[config.mk]
export PLATFORM = sky130hd
export DESIGN_NAME = bit8_1to2demux
export DESIGN_NICKNAME = d
export VERILOG_FILES = /design/src/rtl/bit8_1to2demux.sv
export SDC_FILE = /design/constraint.sdc
export NUM_CORES = 1
export LEC_CHECK = 0
export BUFFER_PORTS_ARGS = -buffer_cell sky130_fd_sc_hd__buf_2
export CAP_MARGIN = 20
export CORE_ASPECT_RATIO = 2
export CORE_MARGIN = 5
export CORE_UTILIZATION = 30
export CTS_CLUSTER_SIZE = 28
export DETAILED_ROUTE_END_ITERATION = 8
export PLACE_DENSITY = 0.57
export SLEW_MARGIN = 10
export SYNTH_ARGS = -nofsm -noshare
export SYNTH_HDL_FRONTEND = slang
export SYNTH_SLANG_ARGS = --single-unit
[constraint.sdc]
create_clock -name clk -period 2.1 [get_ports clk]
set_clock_uncertainty 0.15 [all_clocks]
set_input_delay 0.525 -clock clk [delete_from_list [all_inputs] [get_ports clk]]
set_output_delay 0.525 -clock clk [all_outputs]
set_load 0.02 [all_outputs]
[src/rtl/bit8_1to2demux.sv]
// rtl/bit8_1to2demux.sv - 1:2 byte demultiplexer with per-port FIFOs and delivered-byte counters
// Each output port owns an independent FIFO so a stalled consumer never blocks the other port.

module bit8_1to2demux_port #(
  parameter int WIDTH = 8,
  parameter int DEPTH = 2,
  parameter int CW    = 8
) (
  input  logic             clk,
  input  logic             rst_n,
  input  logic             push_i,
  input  logic [WIDTH-1:0] wdata_i,
  input  logic             ready_i,
  output logic [WIDTH-1:0] data_o,
  output logic             valid_o,
  output logic             full_o,
  output logic [CW-1:0]    cnt_o
);
  localparam int AW = (DEPTH > 1) ? $clog2(DEPTH) : 1;

  logic [WIDTH-1:0] mem_q [DEPTH];
  logic [AW-1:0]    wptr_q, wptr_d;
  logic [AW-1:0]    rptr_q, rptr_d;
  logic [AW:0]      occ_q, occ_d;
  logic [CW-1:0]    cnt_q, cnt_d;
  logic             pop;

  assign valid_o = (occ_q != '0);
  assign full_o  = (occ_q == (AW+1)'(DEPTH));
  assign pop     = valid_o & ready_i;
  assign data_o  = valid_o ? mem_q[rptr_q] : '0;
  assign cnt_o   = cnt_q;

  always_comb begin
    wptr_d = wptr_q;
    rptr_d = rptr_q;
    occ_d  = occ_q;
    cnt_d  = cnt_q;
    if (push_i) wptr_d = wptr_q + AW'(1);
    if (pop) begin
      rptr_d = rptr_q + AW'(1);
      cnt_d  = cnt_q + CW'(1);
    end
    // Push and pop together leave occupancy unchanged.
    if (push_i && !pop)      occ_d = occ_q + (AW+1)'(1);
    else if (pop && !push_i) occ_d = occ_q - (AW+1)'(1);
  end

  always_ff @(posedge clk) begin
    if (!rst_n) begin
      wptr_q <= '0;
      rptr_q <= '0;
      occ_q  <= '0;
      cnt_q  <= '0;
    end else begin
      wptr_q <= wptr_d;
      rptr_q <= rptr_d;
      occ_q  <= occ_d;
      cnt_q  <= cnt_d;
    end
  end

  // Storage is deliberately not reset; only the pointers define what is live.
  always_ff @(posedge clk) begin
    if (rst_n && push_i) mem_q[wptr_q] <= wdata_i;
  end
endmodule

module bit8_1to2demux #(
  parameter int WIDTH = 8,
  parameter int DEPTH = 2,
  parameter int CW    = 8
) (
  input  logic             clk,
  input  logic             rst_n,
  input  logic [WIDTH-1:0] in,
  input  logic             in_valid,
  input  logic             sel,
  output logic             in_ready,
  output logic [WIDTH-1:0] out1,
  output logic             out1_valid,
  input  logic             out1_ready,
  output logic [WIDTH-1:0] out2,
  output logic             out2_valid,
  input  logic             out2_ready,
  output logic [CW-1:0]    cnt1,
  output logic [CW-1:0]    cnt2
);
  logic full1, full2;
  logic push1, push2;

  // in_ready depends only on occupancy, never on the consumers' ready inputs.
  assign in_ready = sel ? !full2 : !full1;
  assign push1    = in_valid & in_ready & !sel;
  assign push2    = in_valid & in_ready & sel;

  bit8_1to2demux_port #(.WIDTH(WIDTH), .DEPTH(DEPTH), .CW(CW)) u_port1 (
    .clk     (clk),
    .rst_n   (rst_n),
    .push_i  (push1),
    .wdata_i (in),
    .ready_i (out1_ready),
    .data_o  (out1),
    .valid_o (out1_valid),
    .full_o  (full1),
    .cnt_o   (cnt1)
  );

  bit8_1to2demux_port #(.WIDTH(WIDTH), .DEPTH(DEPTH), .CW(CW)) u_port2 (
    .clk     (clk),
    .rst_n   (rst_n),
    .push_i  (push2),
    .wdata_i (in),
    .ready_i (out2_ready),
    .data_o  (out2),
    .valid_o (out2_valid),
    .full_o  (full2),
    .cnt_o   (cnt2)
  );
endmodule
== Yosys cells after proc, flatten, opt, wreduce, memory -nomap -nowiden ==
Memory sizes are Yosys's and may differ from the RTL's. A register that Yosys moved wholly into a read port is not among the register bits.
Index checks and enable logic that the tools add are counted.
W data, S select, Z words.

* Add/sub/neg operators: 10
* Equality and inequality tests: 2
* Muxes and demuxes: 15
* Bitwise logic cells: 5
* Reductions and logical operators: 17

{| class="wikitable"
|+ Operator list
! kind !! number
|-
| $add A8 B1 Y8 const B || 2
|-
| $mux W8 || 2
|-
| $mux W1 || 9
|-
| $mux W2 || 4
|-
| $reduce_bool A2 Y1 || 4
|-
| $logic_not A1 Y1 || 7
|-
| $logic_and A1 B1 Y1 || 6
|-
| $and A1 B1 Y1 || 5
|-
| $add A1 B1 Y1 const B || 4
|-
| $add A2 B1 Y2 const B || 2
|-
| $eq A2 B2 Y1 const B || 2
|-
| $sub A2 B1 Y2 const B || 2
|}

* Flip-flop bits (word level): 24
* RAM bits: 32
* Memories kept: 2

{| class="wikitable"
|+ Memories
! name !! words !! width !! rd ports !! clocked after Yosys merged registers in !! write ports !! RTL line !! RTL
|-
| u_port1.mem_q || 2 || 8 || 1 || 1 || 1 || 21 || <nowiki>logic [WIDTH-1:0] mem_q [DEPTH];</nowiki>
|-
| u_port2.mem_q || 2 || 8 || 1 || 1 || 1 || 21 ||
|}

== Depth between registers and ports, before layout ==
* Word-level depth: 9
* Gate-level depth with buffers: 7

== By module ==
A second synthesis with hierarchy kept.

* Cells, all modules: 199
* Area, all modules: 2381.0 µm²

{| class="wikitable"
|+ By module, submodules not included
! module !! instances !! cells each !! area an instance (µm²)
|-
| bit8_1to2demux_port || 2 || 98 || 1177.4
|-
| bit8_1to2demux || 1 || 3 || 26.3
|}

== Least setup slack after synthesis ==
Ideal clock, no wire load.

* Path type: input-to-reg
* From: input rst_n
* To: memory u_port1.mem_q[0][0] (enable)
* Library setup time: 395 ps
* Arrival time: 1599 ps
* Data required time: 1555 ps
* Setup slack: -43 ps
* Stages: 2
* Buffers on the path: 0
* Path through: clkinv_1 nor4_1

* Longest elaborated chain between the ends: 3

{| class="wikitable"
|+ RTL lines
! what !! RTL line !! RTL
|-
| from (decl) || 75 || <nowiki>input logic rst_n,</nowiki>
|-
| $logic_and A1 B1 Y1 || 65 || <nowiki>if (rst_n && push_i) mem_q[wptr_q] <= wdata_i;</nowiki>
|-
| $mux W1 || 65 ||
|-
| $mux W1 (not written as such) || 65 ||
|-
| to (decl) || 21 ||
|}

Every way passes these cells.

== Final worst setup path ==
* From: register u_port2.occ_q[1]
* To: output in_ready

* Longest elaborated chain between the ends: 3

{| class="wikitable"
|+ RTL lines
! what !! RTL line !! RTL
|-
| from (decl) || 24 || <nowiki>logic [AW:0] occ_q, occ_d;</nowiki>
|-
| from (signal assigned) || 53 || <nowiki>occ_q <= '0;</nowiki>
|-
| from (signal assigned) || 58 || <nowiki>occ_q <= occ_d;</nowiki>
|-
| $eq A2 B2 Y1 || 29 || <nowiki>assign full_o = (occ_q == (AW+1)'(DEPTH));</nowiki>
|-
| $logic_not A1 Y1 || 93 || <nowiki>assign in_ready = sel ? !full2 : !full1;</nowiki>
|-
| $mux W1 || 93 ||
|-
| to (decl) || 79 || <nowiki>output logic in_ready,</nowiki>
|}

Every way passes these cells.

==> results.sh <==
export IMPL_period_needed_ns=2.063
export IMPL_clock_latency_ns=0.32
export IMPL_ant_nets=0
export IMPL_cp_data_arrival_time_ns=1.39
export IMPL_async_flop_share_pct=0
export IMPL_cp_startpoint="u_port2.occ_q[1]"
export IMPL_synthDominantCellAreaShare_pct=40.63
export IMPL_die_h_um=135.6
export IMPL_required_ns=1.42
export IMPL_p_leak_nw=1.217
export IMPL_worst_path_clk_slew_ns=0.05
export IMPL_core_area_sq_um=7828
export IMPL_synth_warnings=0
export IMPL_max_slew_worst_pin_slew_ns=0.4546
export IMPL_detailed_placement_hpwl_um=3503
export IMPL_number_of_antenna_violations_at_the_first_check_in_global_routing=0
export IMPL_grt_pass1_wl_um=8162
export IMPL_detail_routed_net_length_per_standard_cell_um=13.55
export IMPL_multiInputGateArea_sq_um=852.1
export IMPL_route_detailed_vias_per_inst=4.701
export IMPL_drt_iter0_markers=39
export IMPL_path_buf_inv=1
export IMPL_syn_to_final_growth_pct=29.21
export IMPL_worstHoldStart="in[6]"
export IMPL_min_period_over_period_pct=98.23
export IMPL_end_kind="output pin"
export IMPL_number_of_violations_of_the_max_capacitance_limit=0
export IMPL_effective_utilization_at_floorplan_pct=30.21
export IMPL_totalNegativeSetupSlack_ns=0
export IMPL_pin_count=49
export IMPL_critical_path_cell_chain="nor2b_1, mux2i_1, buf_2"
export IMPL_cts_root_buf="sky130_fd_sc_hd__clkbuf_16"
export IMPL_fillers=820
export IMPL_finish_cell_count_without_fillers=361
export IMPL_wl_um=4893
export IMPL_synth_largest_area_cell="sky130_fd_sc_hd__edfxtp_1"
export IMPL_synth_flop_cell="sky130_fd_sc_hd__edfxtp_1"
export IMPL_count_of_buffers_added_by_post_cts_timing_repair_for_setup=0
export IMPL_synth_edff_count=32
export IMPL_final_setup_worst_slack_ns=0.03721
export IMPL_detailedRoute_firstPassIterationCount=4
export IMPL_width_of_the_die_um=72.78
export IMPL_layout_commonest_cell="sky130_fd_sc_hd__buf_2"
export IMPL_cts_root_to_sink_buffers=2
export IMPL_clock_tree_htree_level_count=3
export IMPL_critPathKind="reg2out"
export IMPL_fmaxAchievable_mhz=484.8
export IMPL_port_buffers=48
export IMPL_final_setup_viol_count=0
export IMPL_synth_sequential_area_ratio_pct=62.65
export IMPL_syn_avg_cell_area_sq_um=11.82
export IMPL_antenna_cells_inserted=0
export IMPL_synth_top_cells_by_area="sky130_fd_sc_hd__edfxtp_1, sky130_fd_sc_hd__dfxtp_1, sky130_fd_sc_hd__mux2i_1"
export IMPL_worstPathMaxFanout=6
export IMPL_max_stage_delay_ns=0.42
export IMPL_vias=1697
export IMPL_area_sequential_sq_um=1483
export IMPL_worstSetupStartpointType="register"
export IMPL_clock_sinks=58
export IMPL_timing_critical_path_max_delay_family="flip-flops"
export IMPL_tritoncts="yes"
export IMPL_drt_drc_violations_left=0
export IMPL_crit_slowest_cell="sky130_fd_sc_hd__dfxtp_1"
export IMPL_cell_count_after_placement=345
export IMPL_net_count_of_the_mapped_netlist=218
export IMPL_regToRegStartpoint="u_port2.occ_q[1]"
export IMPL_grt_max_degree=15
export IMPL_synth_area_sq_um=2365
export IMPL_outcome="complete, no violations"
export IMPL_vias_in_the_first_global_route=1727
export IMPL_layout_cells_most_common_list="sky130_fd_sc_hd__buf_2, sky130_fd_sc_hd__nor2_1, sky130_fd_sc_hd__edfxtp_1"
export IMPL_postSynthCellCount=200
export IMPL_hold_viol=0
export IMPL_gp_routability_congestion=0.7700
export IMPL_design_power_total_w=0.004037
export IMPL_post_route_cells_drive_above_1_share_pct=27.55
export IMPL_ir_worst_vdd_mv=0.6713
export IMPL_count_of_final_max_slew_check_failures=0
export IMPL_global_route_usage_total_pct=11.05
export IMPL_power_per_cell_area_nw_per_um2=1321
export IMPL_synth_cell_type_count=26
export IMPL_ys_ff_latch=58
export IMPL_nets=278
export IMPL_hp_class="in2reg"
export IMPL_rsz_0062_raised_after_global_routing="yes"
export IMPL_die_footprint_sq_um=9866
export IMPL_cts_buffers=9
export IMPL_worst_slew_margin_rel_pct=69.69
export IMPL_dp_slack_ns=0.1639
export IMPL_rows=46
export IMPL_grt_ovfl_total=0
[cell usage after synthesis (all sizes together), types with 4 or more instances]
cell type,count
or3,7
edfxtp,32
or4,5
mux2i,21
nand3,4
clkbuf,4
a21oi,12
o31ai,5
nor2,34
nand2,7
xor2,10
o21ai,9
ha,4
dfxtp,26
[path summary, 6_finish.rpt]
| kind | cells past startpoint | to | slack (ns) |
|---|---|---|---|
| max | 3 | in_ready | 0.04 |
| min | 1 | u_port2.mem_q[1][6] | 0.28 |
| max reg2reg | 5 | u_port2.occ_q[1] | 0.18 |
| min reg2reg | 2 | u_port1.cnt_o[7] | 0.32 |
[state kept, by name, summed over array words and instances (netlist names), named ones only]
register and cells:
u_port2.mem_q 16, u_port2.cnt_o 8, u_port2.wptr_q 1, u_port2.rptr_q 1
u_port1.wptr_q 1, u_port1.cnt_o 8, u_port1.occ_q 2, u_port1.mem_q 16
u_port1.rptr_q 1, u_port2.occ_q 2
[layout make-up]
type | count | area share (%)
clock inverters | 3 | 1.269
well taps | 96 | 3.931
multi-input cells | 132 | 27.89
repair buffers | 56 | 9.828
clock buffers | 13 | 8.190
flip-flops and latches | 58 | 48.53
inverters | 3 | 0.3686
[metrics by stage]
| step | util (%) | hold WS (ns) | area (sq um) |
|---|---|---|---|
| 2_1_floorplan | - | 0.3167 | 2365 |
| 3_3_place_gp | 35.17 | 0.3074 | 2753 |
| 3_5_place_dp | 35.17 | 0.3222 | 2753 |
| 4_1_cts | 38.94 | 0.2608 | 3048 |
| 5_1_grt | 39.03 | 0.2680 | 3055 |
| 6_report | 39.03 | 0.2759 | 3055 |
[power by group]
group / switching (W) / internal (W)
Clock: 0.000450 / 0.000942
Combinational: 0.000723 / 0.000439
Sequential: 0.000158 / 0.00133
Total: 0.00133 / 0.00271
[kinds of logic (layout without fill, tap and decap cells)]
| logic type | Yosys count | after routing | share of synthesized area (%) |
|---|---|---|---|
| DFF | 58 | 58 | 62.65 |
| muxes | 21 | 21 | 8.889 |
| AOI/OAI and AO/OA | 28 | 28 | 6.825 |
| adders and majority gates | 4 | 4 | 2.116 |
| buffers and inverters | 10 | 75 | 1.852 |
| xor gates and xnor gates | 10 | 10 | 3.704 |
| and+or+nand+nor | 69 | 69 | 13.97 |
[worst reg2reg max path, stage by stage (launching register included)]
cell and delay (ns):
sky130_fd_sc_hd__dfxtp_1 0.42, sky130_fd_sc_hd__nor2b_1 0.34, sky130_fd_sc_hd__nor2_1 0.12, sky130_fd_sc_hd__ha_1 0.34
sky130_fd_sc_hd__or3_1 0.35, sky130_fd_sc_hd__a21oi_1 0.14
[timing repair]
item                                   in CTS  in global routing
cloned                                      0                  0
setup endpoints to repair                  18                 16
hold buffers                                0                  0
gates resized for setup                     3                  2
endpoints found under the hold margin       0                  0
[routing by layer]
layer / share of wire, % / vias to the layer above / track usage, %
li1: - / 847 / -
met2: 47 / 54 / 17.05
met5: 0 / - / 0
met4: 2.3 / 0 / 7.084
met1: 44 / 787 / 13.24
met3: 6.8 / 9 / 3.046
Power figures use the tool's default switching activity.
